File: src/rtl/serial_adder.sv
// Bit-serial adder: captures two WIDTH-bit operands plus carry-in, adds them one bit per
// clock LSB-first, and publishes sum and carry-out together with a single-cycle done pulse.
//
// state | meaning
// IDLE  | waiting for start_i; operands and results hold
// RUN   | one bit per edge, counter tracks bit index
// DONE  | one-cycle result-valid pulse, returns to IDLE
module serial_adder #(
    parameter int WIDTH = 8
) (
    input  logic             clk_i,
    input  logic             rstn_i,
    input  logic             start_i,
    input  logic [WIDTH-1:0] A_i,
    input  logic [WIDTH-1:0] B_i,
    input  logic             C_i,
    output logic [WIDTH-1:0] S_o,
    output logic             C_o,
    output logic             busy_o,
    output logic             done_o
);

    localparam int CW = $clog2(WIDTH);

    typedef enum logic [1:0] {IDLE, RUN, DONE} state_t;

    state_t state_q, state_d;
    logic load, step, last;

    logic [WIDTH-1:0] a_q, b_q;
    logic [WIDTH-2:0] psum_q;
    logic [WIDTH-1:0] psum_nxt;
    logic             carry_q;
    logic [CW-1:0]    cnt_q;

    logic ha1_s, ha1_c, ha2_c, sum_bit, carry_nxt;

    // Full adder as two cascaded half adders
    assign ha1_s     = a_q[0] ^ b_q[0];
    assign ha1_c     = a_q[0] & b_q[0];
    assign sum_bit   = ha1_s ^ carry_q;
    assign ha2_c     = ha1_s & carry_q;
    assign carry_nxt = ha1_c | ha2_c;

    // Partial sum keeps only WIDTH-1 bits; the final bit joins it on the last edge
    assign psum_nxt  = {sum_bit, psum_q};
    assign last      = (cnt_q == CW'(WIDTH - 1));

    always_ff @(posedge clk_i) begin
        if (!rstn_i) begin
            state_q <= IDLE;
        end else begin
            state_q <= state_d;
        end
    end

    always_comb begin
        state_d = state_q;
        load    = 1'b0;
        step    = 1'b0;
        case (state_q)
            IDLE: begin
                if (start_i) begin
                    load    = 1'b1;
                    state_d = RUN;
                end
            end
            RUN: begin
                step = 1'b1;
                if (last) begin
                    state_d = DONE;
                end
            end
            DONE:    state_d = IDLE;
            default: state_d = IDLE;
        endcase
    end

    always_ff @(posedge clk_i) begin
        if (!rstn_i) begin
            a_q     <= '0;
            b_q     <= '0;
            psum_q  <= '0;
            carry_q <= 1'b0;
            cnt_q   <= '0;
            S_o     <= '0;
            C_o     <= 1'b0;
        end else if (load) begin
            a_q     <= A_i;
            b_q     <= B_i;
            carry_q <= C_i;
            cnt_q   <= '0;
        end else if (step) begin
            a_q     <= a_q >> 1;
            b_q     <= b_q >> 1;
            psum_q  <= psum_nxt[WIDTH-1:1];
            carry_q <= carry_nxt;
            cnt_q   <= cnt_q + 1'b1;
            if (last) begin
                S_o <= psum_nxt;
                C_o <= carry_nxt;
            end
        end
    end

    assign busy_o = (state_q != IDLE);
    assign done_o = (state_q == DONE);

endmodule

File: config.mk
export PLATFORM = sky130hd
export DESIGN_NAME = serial_adder
export DESIGN_NICKNAME = d
export VERILOG_FILES = /design/src/rtl/serial_adder.sv
export SDC_FILE = /design/constraint.sdc
export NUM_CORES = 1
export LEC_CHECK = 0
export CORE_AREA = 2 2 60 62
export CTS_BUF_LIST = sky130_fd_sc_hd__clkbuf_16
export DETAILED_ROUTE_END_ITERATION = 10
export DIE_AREA = 0 0 62 64
export PLACE_DENSITY_LB_ADDON = 0.12
export SETUP_SLACK_MARGIN = 0.1
export SYNTH_ARGS = -nofsm -noshare
export SYNTH_HDL_FRONTEND = slang
export SYNTH_SLANG_ARGS = --single-unit
File: constraint.sdc
create_clock -name clk_i -period 1.8 [get_ports clk_i]
set_clock_uncertainty 0.05 [all_clocks]
set_input_delay 0.45 -clock clk_i [delete_from_list [all_inputs] [get_ports clk_i]]
set_output_delay 0.45 -clock clk_i [all_outputs]
set_load 0.02 [all_outputs]
## After elaboration in Yosys (flattened, before gate mapping)

Index checks and enable logic that the tools add are counted.

- Memories kept: 0
- Latch bits: 0
- Output and inout port bits: 11
- Flip-flop bits (word level): 38
- Input bits: 20
- Memory bits (read-only): 0
- RAM bits: 0

- Multiplexer cells: 12
- Bitwise logic cells: 7
- $add $sub $neg: 1
- Shifts and indexed selects: 0
- Magnitude comparators: 0
- Equality and inequality tests: 5
- Multipliers: 0
- Div/mod/pow operators: 0
- Reductions and logical operators: 7

Operators by type and width:

| operator | number |
|---|---|
| 2-to-1 mux 8 bit | 4 |
| 2-to-1 mux 1 bit | 5 |
| 2-to-1 mux 2 bit | 2 |
| != test 2 bit, second input constant | 2 |
| case mux 2 bit (2 select lines) | 1 |
| AND reduction 2 bit | 2 |
| nonzero test 2 bit | 2 |
| adder 3 x 1 -> 3 bit, second input constant | 1 |
| equality test 3 bit, second input constant | 1 |
| AND reduction 3 bit | 1 |
| AND 1 bit | 2 |
| equality test 2 x 1 -> 1 bit, second input constant | 1 |
| equality test 2 bit, second input constant | 1 |
| logical NOT 2 bit | 1 |
| NOT 1 bit | 2 |
| OR reduction 2 bit | 1 |
| bitwise XOR 1 bit | 2 |
| bitwise OR 1 bit | 1 |

## Depth between registers and ports, before layout

Gate-level depths: netlist of the first run.

- Word-level depth: 5
- Gate-level depth with buffers: 6
- Depth with buffers taken out: 5

## Worst setup path before layout of the first run

OpenSTA, ideal clock, no wires.

- Kind: input to register
- From: input port start_i
- To: register a_q[6]
- Path slack: 0.434 ns
- Data required time: 1.632 ns
- Cell stages on the path: 5
- Arrival: 1.198 ns
- Cells stage by stage: or3b_1 > buf_2 > buf_6 > o21ai_1 > a21oi_1

- Longest elaborated chain between the ends: 3

Ends and longest elaborated chain:

| what | line | text |
|---|---|---|
| from (decl) | 13 | `input logic start_i,` |
| 2-to-1 mux 1 bit * | 63 | `if (start_i) begin` |
| 2-to-1 mux 1 bit * | 61 | `case (state_q)` |
| 2-to-1 mux 8 bit / nonzero test 2 bit (equally long branches) | - |  |
| to (signal assigned) | 89 | `a_q <= A_i;` |
| to (signal assigned) | 94 | `a_q <= a_q >> 1;` |
| to (decl) | 30 | `logic [WIDTH-1:0] a_q, b_q;` |

Mark *: on every way between the ends. The rest lies on a longest branch, timed or not.
A chain may end at the register's enable or synchronous reset.

## Final worst setup path of the first run

- From: input port start_i
- To: register b_q[1]

- Longest elaborated chain between the ends: 3

Ends and longest elaborated chain:

| what | line | text |
|---|---|---|
| 2-to-1 mux 1 bit * | 63 |  |
| 2-to-1 mux 1 bit * | 61 |  |
| 2-to-1 mux 8 bit / nonzero test 2 bit (equally long branches) | - |  |
| to (signal assigned) | 90 | `b_q <= B_i;` |
| to (signal assigned) | 95 | `b_q <= b_q >> 1;` |
| to (decl) | 30 |  |

Marked as above.

==> reports/metrics.csv, run 1 <==
stage;metric;value;unit
sta;post-layout min period;1.63;ns
sta;RSZ-0062 raised after global routing;false;
route;WL met2;1.80;mm
critical_path;CP arrival;1.74;ns
sta;worst hold slack;0.398;ns
cells_and_area;fillcell total;307;
synthesis;synthesized instance count;191;
global_route;gr usage total;18.3;%
cells_and_area;commonest non-fill, non-tap cell in the layout;nand2_1;
cts;root buf cell;clkbuf_16;
sta;Slew Limit Headroom;74.0;%
critical_path;critical path's slowest cell;clkdlybuf4s50_1;
route;wire per inst;12.0;um
placement;Post-DP HPWL;2.23;mm
critical_path;Setup CP Type;input pin to flop;
route;met3 WL;153;um
cts;CTS tree;yes;
job;Max-Cap Viols;0;
route;TritonRoute pass-1 iters;4;
placement;placed cells;263;
route;Vias/cell;5.19;
synthesis;Mean Syn Cell Area;8.48;um2
synthesis;Mapped Nets;214;
cts;CTS sink count;38;
floorplan;Die Y;64;um
synthesis;Netlist cell types;27;
route;vias;1401;
cts;H-tree depth;2;
critical_path;CP peak stage delay;0.47;ns
global_route;grt ovf;0;
critical_path;Worst Path Max Fanout;9;
synthesis;register area share after synthesis;47.0;%
cts;Clk pin slew, worst setup/hold paths;0.05;ns
critical_path;CP Launch Type;input pin;
sta;Final WS setup;0.169;ns
cts;Hold Buf Count CTS;0;
global_route;largest net degree at the start of global routing;37;
worst_hold_path;type of the most critical hold path;flop to flop;
sta;final hold violations;0;
floorplan;die width;62;um
sta;Slew @ Worst Pin;0.389;ns
sta;final worst path period share;90.6;%
cells_and_area;P&R area growth vs syn;31.5;%
placement;post-place setup slack;-0.0744;ns
pwr;P per Cell Area;909;mW/mm2
sta;final setup violating endpoints;0;
cts;CTS Buf Count;5;
placement;Placement Cell Area;0.00201;mm2
route;ANT nets after route;0;
global_route;first-pass GRT wire length;5.54;mm
global_route;initial antenna violation count;0;
critical_path;WP buf/inv;2;
sta;Fmax;613;MHz
floorplan;Rows;21;
cells_and_area;Antenna diodes;0;
route;Iteration-0 DRC Markers;98;
synthesis;Mapped Area;0.00162;mm2
cells_and_area;Final #Nets;247;
cts;CTS Buffer Depth;2;
route;uppermost layer routed;met4;
critical_path;Required @ worst endpoint;1.91;ns
cells_and_area;share of layout cells above drive strength 1;12.9;%
critical_path;Critical Path Sink Type;flop;
synthesis;total of warnings raised by yosys;0;
critical_path;crit-path cells;clkdlybuf4s50_1 > or3b_1 > buf_4 > o21ai_0 > a21oi_1;
route;final WL;3.24;mm
synthesis;register bit total from synthesis;38;
placement;input/output buffers;30;
floorplan;Starting Density;49.3;%
pwr;leakage;0.000858;uW
placement;gpl congestion;0.713;
cells_and_area;Finished Layout Cells;270;
floorplan;I/O pin cnt;31;
status;outcome;finished, final reports clean;
critical_path;Crit path max-delay family;buffers and inverters;
cells_and_area;commonest non-fill, non-tap cells in the layout;nand2_1, dfxtp_1, a21oi_1, clkdlybuf4s50_1, a21boi_0;
global_route;number of global-route vias before repair;1359;
cts;Clock Latency Late Sink;0.27;ns
cts;postcts setup bufs;0;
route;drc violations;0;
pwr;IR drop worst, VDD;0.634;mV
cells_and_area;fin area;0.00213;mm2
floorplan;core area;0.00328;mm2
floorplan;die area;0.00397;mm2
route;routed metal-1 wirelength;1.26;mm
sta;fin. max-slew vios;0;
[per-stage QoR]
stage | util (%) | total power [uW] | setup TNS [ns]
final | 64.8 | 1940 | 0
after global routing | 64.8 | 2030 | 0
after CTS | 64.8 | 1950 | 0
after detailed placement | 61.1 | 1170 | -0.237
after global placement | 61.1 | 1160 | -0.284
after floorplan | - | 1070 | 0
[per-layer routing]
layer | track usage [%] | vias up
li1 | - | 712
met1 | 19.1 | 662
met2 | 33.5 | 25
met3 | 4.45 | 2
met4 | 7.18 | 0
met5 | 0 | -
[power breakdown]
group          switching [uW]  internal, uW
logic                     118           124
clock network             292           494
registers                24.4           884
total                     434          1500
[worst paths after layout]
check	startpoint	end	slack (ns)	cells past startpoint
max	start_i	b_q[1]	0.17	5
max reg2reg	state_q[1]	b_q[1]	0.32	5
min	a_q[2]	a_q[1]	0.40	2
min reg2reg	a_q[2]	a_q[1]	0.40	2
[worst reg2reg max path: stages (launching register included)]
cell,delay (ns)
dfxtp_1,0.31
buf_4,0.16
or3b_1,0.41
buf_4,0.18
o21ai_0,0.18
a21oi_1,0.06
[kinds of logic (layout without fill, tap and decap cells)]
logic type / after synthesis / in the layout / share of synthesized area (%)
and+or+nand+nor: 70 / 70 / 19.6
AOI/OAI and AO/OA: 63 / 63 / 24.8
buffers and inverters: 16 / 49 / 5.25
xor gates and xnor gates: 1 / 1 / 0.541
DFF: 38 / 38 / 47.0
adders and majority gates: 3 / 3 / 2.78
[Yosys cell counts (all sizes together)]
| library cell | n | area (um2) |
|---|---|---|
| nor3b | 2 | 20.0 |
| xnor2 | 1 | 8.76 |
| o21ai | 13 | 87.6 |
| buf | 11 | 66.3 |
| or2 | 1 | 6.26 |
| nor2 | 5 | 18.8 |
| inv | 1 | 3.75 |
| fa | 1 | 20.0 |
| nand2 | 42 | 158 |
| ha | 2 | 25.0 |
| nor2b | 4 | 25.0 |
| dfxtp | 38 | 761 |
| o221a | 3 | 33.8 |
| a21oi | 29 | 145 |
| nand3b | 1 | 7.51 |
| and3 | 1 | 6.26 |
| nand3 | 11 | 55.1 |
| nand2b | 1 | 6.26 |
| clkbuf | 4 | 15.0 |
| a21boi | 18 | 135 |
| or3b | 1 | 8.76 |
| and2 | 1 | 6.26 |
[area by class of cell]
| class | instances | area [um2] | area share (%) |
|---|---|---|---|
| tap | 46 | 57.6 | 2.70 |
| timing repair buffer | 41 | 398 | 18.7 |
| clock buffer | 5 | 125 | 5.88 |
| multi-input combinational | 137 | 776 | 36.4 |
| clock inverter | 2 | 7.51 | 0.353 |
| inverter | 1 | 3.75 | 0.176 |
| sequential | 38 | 761 | 35.7 |
[what timing repair did]
action	CTS	global route
cloned	0	0
gates resized for setup	9	4
setup endpoints to repair	9	3
[registers in the layout, summed over array words and instances, names as in the netlist]
signal	cells
cnt_q	3
carry_q	1
C_o	1
state_q	2
b_q	8
a_q	8
psum_q	7
S_o	8
Note: power is estimated with default switching activity, not from simulation.
==> run 2: changes to the inputs <==
Settings changed: CORE_AREA 2 2 60 62 to 2 2 67 69, DIE_AREA 0 0 62 64 to 0 0 69 71.
==> reports/metrics.csv, run 2 (same netlist as run 1, synthesis figures left out) <==
stage;metric;value;unit
global_route;initial antenna violation count;0;
critical_path;CP arrival;1.13;ns
sta;final setup violating endpoints;0;
route;drc violations;0;
sta;post-layout min period;1.63;ns
cts;Hold Buf Count CTS;0;
critical_path;Setup CP Type;flop to output pin;
route;final WL;3.25;mm
job;Max-Cap Viols;0;
critical_path;Critical Path Sink Type;output pin;
cts;CTS Buf Count;5;
placement;input/output buffers;30;
cells_and_area;area of the multi-input gates;776;um2
floorplan;die width;69;um
critical_path;Required @ worst endpoint;1.30;ns
sta;fin. max-slew vios;0;
cts;CTS sink count;38;
route;Vias/cell;5.01;
placement;Post-DP HPWL;2.30;mm
sta;final hold violations;0;
floorplan;core area;0.00420;mm2
cells_and_area;Reg area;761;um2
cts;root buf cell;clkbuf_16;
global_route;grt ovf;0;
cells_and_area;Top Registers;S_o: 8 flops, a_q: 8 flops, b_q: 8 flops;
cells_and_area;Antenna diodes;0;
pwr;Clock power frac;40.8;%
pwr;Logic pwr share;12.4;%
route;vias;1392;
sta;final worst path period share;90.4;%
critical_path;CP Launch Type;flop;
floorplan;Starting Density;38.5;%
cells_and_area;fillcell total;421;
floorplan;Die Y;71;um
pwr;P per Cell Area;911;mW/mm2
floorplan;Rows;24;
route;Iteration-0 DRC Markers;65;
route;ANT nets after route;0;
sta;Slew @ Worst Pin;0.390;ns
cells_and_area;Final #Nets;249;
pwr;Sw Share;22.7;%
pwr;leakage;0.000835;uW
cells_and_area;commonest non-fill, non-tap cells in the layout;nand2_1, dfxtp_1, a21oi_1, clkdlybuf4s50_1, a21boi_0;
sta;RSZ-0062 raised after global routing;false;
sta;Slew Limit Headroom;73.9;%
cts;postcts setup bufs;0;
route;TritonRoute pass-1 iters;4;
cells_and_area;commonest non-fill, non-tap cell in the layout;nand2_1;
status;outcome;finished, final reports clean;
global_route;first-pass GRT wire length;5.44;mm
global_route;gr usage total;13.9;%
pwr;Internal Pwr Total;1500;uW
global_route;largest net degree at the start of global routing;37;
pwr;IR drop worst, VDD;0.445;mV
critical_path;Worst Path Max Fanout;4;
placement;Placement Cell Area;0.00202;mm2
cts;Clock Latency Late Sink;0.27;ns
cells_and_area;share of layout cells above drive strength 1;13.7;%
sta;setup TNS;0;ns
worst_hold_path;type of the most critical hold path;flop to flop;
placement;gpl congestion;0.743;
route;wire per inst;11.7;um
cells_and_area;P&R area growth vs syn;31.6;%
cts;CTS tree;yes;
pwr;Switch Pwr;441;uW
pwr;sequential fraction of design power;46.8;%
cts;CTS Buffer Depth;2;
sta;Fmax;614;MHz
cts;Clk pin slew, worst setup/hold paths;0.05;ns
cts;H-tree depth;2;
sta;worst hold slack;0.396;ns
cells_and_area;fin area;0.00213;mm2
floorplan;die area;0.00490;mm2
floorplan;I/O pin cnt;31;
global_route;number of global-route vias before repair;1251;
==> run 2: cell types whose count changed in the layout (fill, tap and decap cells not counted) <==
cell	delta
dlygate4sd2_1	+2
buf_12	-1
buf_4	+3
dlymetal6s2s_1	-2
==> run 2: worst paths after layout <==
kind                            startpoint     end  slack (ns)  cells past startpoint
worst max register to register  state_q[1]  b_q[2]        0.32                      5
worst min register to register      a_q[2]  a_q[1]        0.40                      2
worst max-delay path            state_q[1]  done_o        0.17                      2
worst min-delay path                a_q[2]  a_q[1]        0.40                      2
==> run 2: timing repair <==
action	4_1_cts	5_1_grt
setup endpoints to repair	11	1
resized for setup	11	2
endpoints found under the hold margin	0	0
==> run 2: power by group through the flow <==
| stage | sequential (uW) | combinational (uW) | clock [uW] |
|---|---|---|---|
| 2_1_floorplan | 920 | 152 | 0 |
| 3_3_place_gp | 923 | 239 | 0 |
| 3_5_place_dp | 926 | 245 | 0 |
| 4_1_cts | 908 | 245 | 820 |
| 5_1_grt | 913 | 268 | 851 |
| 6_report | 908 | 241 | 793 |
==> run 2: layer usage <==
metal | up-vias | GRT usage [%] | share of wire, %
met5 | - | 0 | 0
met4 | 0 | 5.23 | 1.6
met3 | 6 | 4.84 | 4.9
met2 | 26 | 24.0 | 48
met1 | 641 | 15.9 | 45
li1 | 719 | - | -
==> run 2: through the flow <==
step / setup WS, ns / power [uW] / utilization, % / instances
after floorplan: 0.434 / 1070 / - / 191
after global placement: -0.0505 / 1160 / 47.9 / 271
after detailed placement: -0.0724 / 1170 / 47.9 / 271
after CTS: 0.0677 / 1970 / 50.8 / 278
after global routing: 0.130 / 2030 / 50.7 / 278
final: 0.172 / 1940 / 50.7 / 278
==> run 2: final cells by class <==
class                   count  share of cell area [%]
repair buffers             43                    18.4
inverters                   1                   0.176
flip-flops and latches     38                    35.7
well taps                  52                    3.05
clock inverters             2                   0.352
clock buffers               5                    5.87
multi-input cells         137                    36.4
==> run 2: critical path, stage by stage, from the launching register on <==
cell and delay [ns]:
dfxtp_1 0.37, nor2b_1 0.15, dlygate4sd2_1 0.33
==> run 3: changes to the inputs <==
Settings changed: CORE_AREA 2 2 67 69 to 2 2 60 62, DIE_AREA 0 0 69 71 to 0 0 62 64, SLEW_MARGIN set to 20.
==> results of run 3 <==
Final layout, timing and power as in run 1 (identical DEF).
